===== src/rtl/serial_add_pkg.sv =====
// Shared types and helpers for the bit-serial adder controller.
package serial_add_pkg;

  localparam int unsigned ST_W = 2;

  localparam logic [ST_W-1:0] ENC_IDLE = 2'd0;
  localparam logic [ST_W-1:0] ENC_RUN  = 2'd1;
  localparam logic [ST_W-1:0] ENC_DONE = 2'd2;

  typedef enum logic [ST_W-1:0] {
    IDLE = ENC_IDLE,
    RUN  = ENC_RUN,
    DONE = ENC_DONE
  } state_t;

  // Bit counter width able to hold 0..w
  function automatic int unsigned cnt_width(input int unsigned w);
    return $clog2(w + 1);
  endfunction

endpackage


===== src/rtl/serial_add_ctrl_if.sv =====
// Operand/result handshake bundle for serial_add_ctrl.
// Carries the overflow flag when SERIAL_ADD_OVF_EN is defined.
interface serial_add_ctrl_if #(
  parameter int unsigned WIDTH = 8
);

  logic             in_valid;
  logic             in_ready;
  logic [WIDTH-1:0] a;
  logic [WIDTH-1:0] b;
  logic             carry_in;
  logic             out_valid;
  logic             out_ready;
  logic [WIDTH-1:0] sum;
  logic             carry_out;
  logic             busy;
`ifdef SERIAL_ADD_OVF_EN
  logic             overflow;
`endif

  modport master (
    output in_valid, a, b, carry_in, out_ready,
    input  in_ready, out_valid, sum, carry_out, busy
`ifdef SERIAL_ADD_OVF_EN
    , input overflow
`endif
  );

  modport slave (
    input  in_valid, a, b, carry_in, out_ready,
    output in_ready, out_valid, sum, carry_out, busy
`ifdef SERIAL_ADD_OVF_EN
    , output overflow
`endif
  );

endinterface


===== src/rtl/serial_fa_cell.sv =====
// Combinational 1-bit full adder shared across all bit positions.
module serial_fa_cell (
  input  logic a,
  input  logic b,
  input  logic cin,
  output logic s,
  output logic cout
);

  assign s    = a ^ b ^ cin;
  assign cout = (a & b) | (cin & (a ^ b));

endmodule


===== src/rtl/serial_add_ctrl.sv =====
// Bit-serial WIDTH-bit adder: one full-adder cell reused LSB first, one bit per cycle.
// Optional SERIAL_ADD_OVF_EN adds a registered two's-complement overflow flag.
module serial_add_ctrl
  import serial_add_pkg::*;
#(
  parameter int unsigned WIDTH = 8,
  parameter int unsigned CNT_W = cnt_width(WIDTH)
) (
  input logic               clk,
  input logic               rst_n,
  serial_add_ctrl_if.slave  bus
);

  localparam logic [CNT_W-1:0] LAST_BIT = CNT_W'(WIDTH - 1);

  state_t           state;
  logic [CNT_W-1:0] cnt;
  logic [WIDTH-1:0] a_sh;
  logic [WIDTH-1:0] b_sh;
  logic [WIDTH-1:0] sum_sh;
  logic             c_reg;
  logic             in_ready_q;
  logic             out_valid_q;
  logic             busy_q;
  logic             s_c;
  logic             cout_c;
`ifdef SERIAL_ADD_OVF_EN
  logic             ovf_q;
`endif

  serial_fa_cell u_cell (
    .a    (a_sh[0]),
    .b    (b_sh[0]),
    .cin  (c_reg),
    .s    (s_c),
    .cout (cout_c)
  );

  // Sequencer: load on accept, shift one bit per RUN cycle, hold result in DONE
  always_ff @(posedge clk) begin
    if (!rst_n) begin
      state       <= IDLE;
      cnt         <= '0;
      a_sh        <= '0;
      b_sh        <= '0;
      sum_sh      <= '0;
      c_reg       <= 1'b0;
      in_ready_q  <= 1'b1;
      out_valid_q <= 1'b0;
      busy_q      <= 1'b0;
`ifdef SERIAL_ADD_OVF_EN
      ovf_q       <= 1'b0;
`endif
    end else begin
      case (state)
        IDLE: begin
          if (bus.in_valid) begin
            a_sh       <= bus.a;
            b_sh       <= bus.b;
            c_reg      <= bus.carry_in;
            sum_sh     <= '0;
            cnt        <= '0;
            state      <= RUN;
            in_ready_q <= 1'b0;
            busy_q     <= 1'b1;
`ifdef SERIAL_ADD_OVF_EN
            ovf_q      <= 1'b0;
`endif
          end
        end
        RUN: begin
          a_sh   <= a_sh >> 1;
          b_sh   <= b_sh >> 1;
          sum_sh <= WIDTH'({s_c, sum_sh} >> 1);
          c_reg  <= cout_c;
          cnt    <= cnt + CNT_W'(1);
          if (cnt == LAST_BIT) begin
            state       <= DONE;
            out_valid_q <= 1'b1;
`ifdef SERIAL_ADD_OVF_EN
            // Carry into the MSB differs from carry out of it
            ovf_q       <= c_reg ^ cout_c;
`endif
          end
        end
        DONE: begin
          if (bus.out_ready) begin
            state       <= IDLE;
            out_valid_q <= 1'b0;
            busy_q      <= 1'b0;
            in_ready_q  <= 1'b1;
          end
        end
        default: begin
          state       <= IDLE;
          in_ready_q  <= 1'b1;
          out_valid_q <= 1'b0;
          busy_q      <= 1'b0;
        end
      endcase
    end
  end

  assign bus.in_ready  = in_ready_q;
  assign bus.out_valid = out_valid_q;
  assign bus.busy      = busy_q;
  assign bus.sum       = sum_sh;
  assign bus.carry_out = c_reg;
`ifdef SERIAL_ADD_OVF_EN
  assign bus.overflow  = ovf_q;
`endif

endmodule

===== src/flat_wrapper.sv =====
// flat-port wrapper written by rule: the top's interface ports become plain ports
module serial_add_ctrl_flat import serial_add_pkg::*;
#(
  parameter int unsigned WIDTH = 8,
  parameter int unsigned CNT_W = cnt_width(WIDTH)
)
  (clk, rst_n, bus_in_valid, bus_a, bus_b, bus_carry_in, bus_out_ready, bus_in_ready, bus_out_valid, bus_sum, bus_carry_out, bus_busy);
  serial_add_ctrl_if #(.WIDTH(WIDTH)) bus_i ();
  input logic clk;
  input logic rst_n;
  input wire logic [$bits(bus_i.in_valid)-1:0] bus_in_valid;
  input wire logic [$bits(bus_i.a)-1:0] bus_a;
  input wire logic [$bits(bus_i.b)-1:0] bus_b;
  input wire logic [$bits(bus_i.carry_in)-1:0] bus_carry_in;
  input wire logic [$bits(bus_i.out_ready)-1:0] bus_out_ready;
  output wire logic [$bits(bus_i.in_ready)-1:0] bus_in_ready;
  output wire logic [$bits(bus_i.out_valid)-1:0] bus_out_valid;
  output wire logic [$bits(bus_i.sum)-1:0] bus_sum;
  output wire logic [$bits(bus_i.carry_out)-1:0] bus_carry_out;
  output wire logic [$bits(bus_i.busy)-1:0] bus_busy;
  assign bus_i.in_valid = bus_in_valid;
  assign bus_i.a = bus_a;
  assign bus_i.b = bus_b;
  assign bus_i.carry_in = bus_carry_in;
  assign bus_i.out_ready = bus_out_ready;
  assign bus_in_ready = bus_i.in_ready;
  assign bus_out_valid = bus_i.out_valid;
  assign bus_sum = bus_i.sum;
  assign bus_carry_out = bus_i.carry_out;
  assign bus_busy = bus_i.busy;
  serial_add_ctrl #(.WIDTH(WIDTH), .CNT_W(CNT_W)) u_core (.clk(clk), .rst_n(rst_n), .bus(bus_i));
endmodule

===== config.mk =====
export PLATFORM = sky130hd
export DESIGN_NAME = serial_add_ctrl_flat
export DESIGN_NICKNAME = d
export VERILOG_FILES = /design/src/rtl/serial_add_pkg.sv /design/src/rtl/serial_add_ctrl_if.sv /design/src/rtl/serial_fa_cell.sv /design/src/rtl/serial_add_ctrl.sv /design/src/flat_wrapper.sv
export SDC_FILE = /design/constraint.sdc
export NUM_CORES = 1
export LEC_CHECK = 0
export CAP_MARGIN = 0
export CORE_AREA = 4 4 69 71
export DETAILED_ROUTE_END_ITERATION = 6
export DIE_AREA = 0 0 73 75
export PLACE_DENSITY = 0.58
export SETUP_SLACK_MARGIN = 0.15
export SYNTH_ARGS = -nofsm -noshare
export SYNTH_HDL_FRONTEND = slang
export SYNTH_HIERARCHICAL = 1
export SYNTH_SLANG_ARGS = --single-unit

===== constraint.sdc =====
create_clock -name clk -period 1.3 [get_ports clk]
set_input_delay 0.195 -clock clk [delete_from_list [all_inputs] [get_ports clk]]
set_output_delay 0.195 -clock clk [all_outputs]
set_load 0.02 [all_outputs]

==> impl_metrics.yaml <==
cells_and_area:
  layout.cells.non_filler: 267
  fin_util_pct: 51.7
  nets: 237
  drive_above_1_share_pct: 32.6
  area_growth_pct: 44.9
  antenna_cells: 0
  fin_area_sq_um: 2190
  nFillCells: 371
routing:
  avgRoutedWirePerCell_um: 14.3
  drt_wl_total_um: 3830
  vias_per_cell: 5.37
  drt_iter0_drc: 105
  vias: 1435
  firstDrtPassIters: 4
  post-route-drc-count: 0
  ant_nets: 0
timing:
  fin_crit_ps: 1150
  final-setup-viol-count: 0
  finalCritPeriodShare_pct: 88.4
  fin_skew_ps: 4.77
  tightest_slew_ps: 270
  drv_slew: 0
  max_freq_ghz: 0.870
  rsz0062_at_grt: "true"
  timing.slew.headroom_pct: 82.0
  final-hold-violation-count: 0
  setup_ws_ps: 151
logic_synthesis:
  synthXorXnorAreaFrac_pct: 0
  synth_nets: 192
  synthDistinctLibCells: 34
  syn-cell-area_sq_um: 1510
  yosysSeqAreaShare_pct: 45.0
  synth_cells: 169
  synth_top_family_by_area: "compound AO/OA/AOI/OAI gates"
  synth-compound-area-share_pct: 31.8
  synth_simple_gate_area_share_pct: 14.0
  synth_seq_cells: 34
  synthArstFlopShare_pct: 0
  synthMuxAreaShare_pct: 0
  synth.avg_cell_area_sq_um: 8.94
  ys.flop_type: "dfxtp_1"
  synth_edf_count: 0
  yosysWarnings: 6
  synthAdderAreaFrac_pct: 2.15
clock_network:
  ctsHtreeMaxLevel: 2
  cts_buffer_depth: 2
  path_clk_slew_ps: 70
  cts_made_buffers: 5
  cts_tree: "built"
  cts.sinks: 34
  cts_root_buffer: "clkbuf_8"
  clk_latency_ps: 290
die:
  rows: 24
  fp.dieH_um: 75
  dieArea_sq_um: 5480
  core_sq_um: 4230
  initial_core_util_pct: 35.7
  io_pins: 33
  die_w_um: 73
min_path:
  hp-class: "in2reg"
placed_design:
  gp_congestion: 0.838
  dp.final_hpwl_um: 2650
  place_ws_ps: -400
  portBuffers: 32
  dp_cells: 258
  dpl_cell_area_sq_um: 1990
pwr:
  power_density_nw_per_um2: 1080
  power.total_w: 0.00237
  p_leak_nw: 0.833
  vdd_drop_max_v: 0.000475
setup_path:
  path_max_fanout: 8
  path_class: "reg2reg"
  cp-end-kind: "flop"
  cp_slowest_cell: "dfxtp_4"
  critPathRequiredTime_ps: 1480
  cpPeakStageDelay_ps: 360
  cp_common_cell: "buf_6"
  start_kind: "flop"
  cp_data_arrival_time_ps: 1330
  crit_chain: "buf_6 -> o21bai_2 -> buf_6 -> a22oi_1 -> nor2_1"
global_routing:
  grt_util_met1_pct: 17.3
  grt_start_max_net_pins: 17
  grt_use_met3_pct: 4.27
  top_usage_layer: "met2"
  grt_use_met2_pct: 26.2
  gr-usage-all-layers_pct: 15.0
  antenna_found_initial: 0
  grt_pass1_wl_um: 6310
  grt_pass1_vias: 1394
  grt-ovfl-total: 0
status:
  status: "finished clean"
job:
  maxCapViolCount: 0
-- metal layers --
metal | part of all wire [%] | up-vias | wire [um]
met5 | 0 | - | 0
met4 | 1.6 | 0 | 60
met3 | 4.9 | 7 | 189
met2 | 50 | 29 | 1930
met1 | 43 | 680 | 1640
li1 | - | 719 | -
-- cells by family (layout without fill, tap and decap cells) --
| kind of cell | Yosys count | in the layout |
|---|---|---|
| flip-flops | 34 | 34 |
| AND/OR/NAND/NOR | 40 | 40 |
| AO/OA/AOI/OAI | 72 | 72 |
| adder cells (fa/ha/maj) | 2 | 2 |
| buffers and inverters | 21 | 67 |
-- worst max-delay path: cells and delay by family, from the launching register on --
kind                   cells  cell delay, ps
AOI/OAI and AO/OA          2             340
buffers and inverters      2             270
DFF                        1             360
and+or+nand+nor            1              60
-- sequential cells by signal, indices dropped and copies added, names as in the netlist --
signal                flops
u_core/state              2
u_core/bus.busy           1
u_core/b_sh               8
u_core/bus.out_valid      1
u_core/bus.sum            8
u_core/cnt                4
u_core/a_sh               8
u_core/bus.in_ready       1
u_core/bus.carry_out      1
-- stage by stage --
stage	setup TNS [ps]	hold slack, ps
after floorplan	0	375
after global placement	-9580	462
after detailed placement	-10950	467
after CTS	0	477
after global routing	0	383
final	0	367
-- placed cells by master, fill, tap and decap left out, types with 2 or more instances in the layout --
| cell type | synthesis | routed |
|---|---|---|
| clkbuf_2 | 0 | 5 |
| inv_1 | 5 | 5 |
| a22oi_1 | 9 | 3 |
| clkbuf_8 | 0 | 6 |
| or3b_1 | 4 | 4 |
| buf_12 | 0 | 2 |
| a32o_1 | 2 | 2 |
| nand2b_1 | 4 | 2 |
| dfxtp_2 | 0 | 5 |
| or3b_4 | 0 | 2 |
| dfxtp_1 | 34 | 28 |
| buf_4 | 3 | 13 |
| nor2_1 | 17 | 17 |
| a211oi_2 | 0 | 2 |
| a21oi_1 | 20 | 19 |
| nand2_1 | 5 | 5 |
| buf_6 | 1 | 4 |
| o22ai_1 | 7 | 7 |
| clkdlybuf4s50_1 | 0 | 19 |
| clkdlybuf4s15_2 | 0 | 7 |
| o2bb2ai_1 | 3 | 3 |
| nand3_1 | 2 | 2 |
| o221ai_1 | 10 | 9 |
| o21ai_0 | 14 | 3 |
| o21ai_1 | 0 | 7 |
| nor2b_1 | 2 | 2 |
| o21ai_2 | 0 | 4 |
| a22oi_2 | 0 | 6 |
-- layout make-up --
| type | count | area [sq um] | area share, % |
|---|---|---|---|
| inverter | 7 | 33.8 | 1.54 |
| multi-input combinational | 114 | 812 | 37.1 |
| timing repair buffer | 52 | 497 | 22.7 |
| sequential | 34 | 691 | 31.5 |
| tap | 52 | 65.1 | 2.97 |
| clock buffer | 7 | 86.3 | 3.94 |
| clock inverter | 1 | 5.00 | 0.229 |
-- synthesized netlist by cell type (all sizes together), types with 2 or more instances --
| cell | instances | area [sq um] |
|---|---|---|
| inv | 6 | 22.5 |
| nand2 | 5 | 18.8 |
| o2bb2ai | 3 | 26.3 |
| or3b | 6 | 52.6 |
| a22oi | 9 | 67.6 |
| o22ai | 7 | 43.8 |
| o21ai | 14 | 70.1 |
| nand3 | 2 | 10.0 |
| clkbuf | 3 | 11.3 |
| a21oi | 20 | 100 |
| o221ai | 10 | 87.6 |
| nor2 | 17 | 63.8 |
| a211oi | 2 | 15.0 |
| buf | 11 | 68.8 |
| dfxtp | 34 | 681 |
| a32o | 2 | 20.0 |
| nor2b | 2 | 12.5 |
| nand2b | 4 | 25.0 |
-- power breakdown --
group          switching (W)  internal (W)
registers          0.0000536       0.00110
logic               0.000182      0.000214
clock network       0.000393      0.000427
-- path summary, 6_finish.rpt --
check,from,endpoint,slack (ps),cells after the start
setup reg to reg,u_core/state[1],u_core/bus.sum[1],150,5
hold reg to reg,u_core/cnt[0],u_core/cnt[0],460,1
hold / removal,bus_in_valid,u_core/b_sh[2],370,3
setup / recovery,u_core/state[1],u_core/bus.sum[1],150,5
-- what timing repair did --
item / CTS / global route
setup buffers: 1 / 0
setup endpoints to repair: 44 / 35
hold endpoints to repair: 0 / 0
hold buffers: 0 / 0
resized for setup: 50 / 36
pin swaps: 5 / 12
No activity file was read; power rests on OpenSTA's default activity.
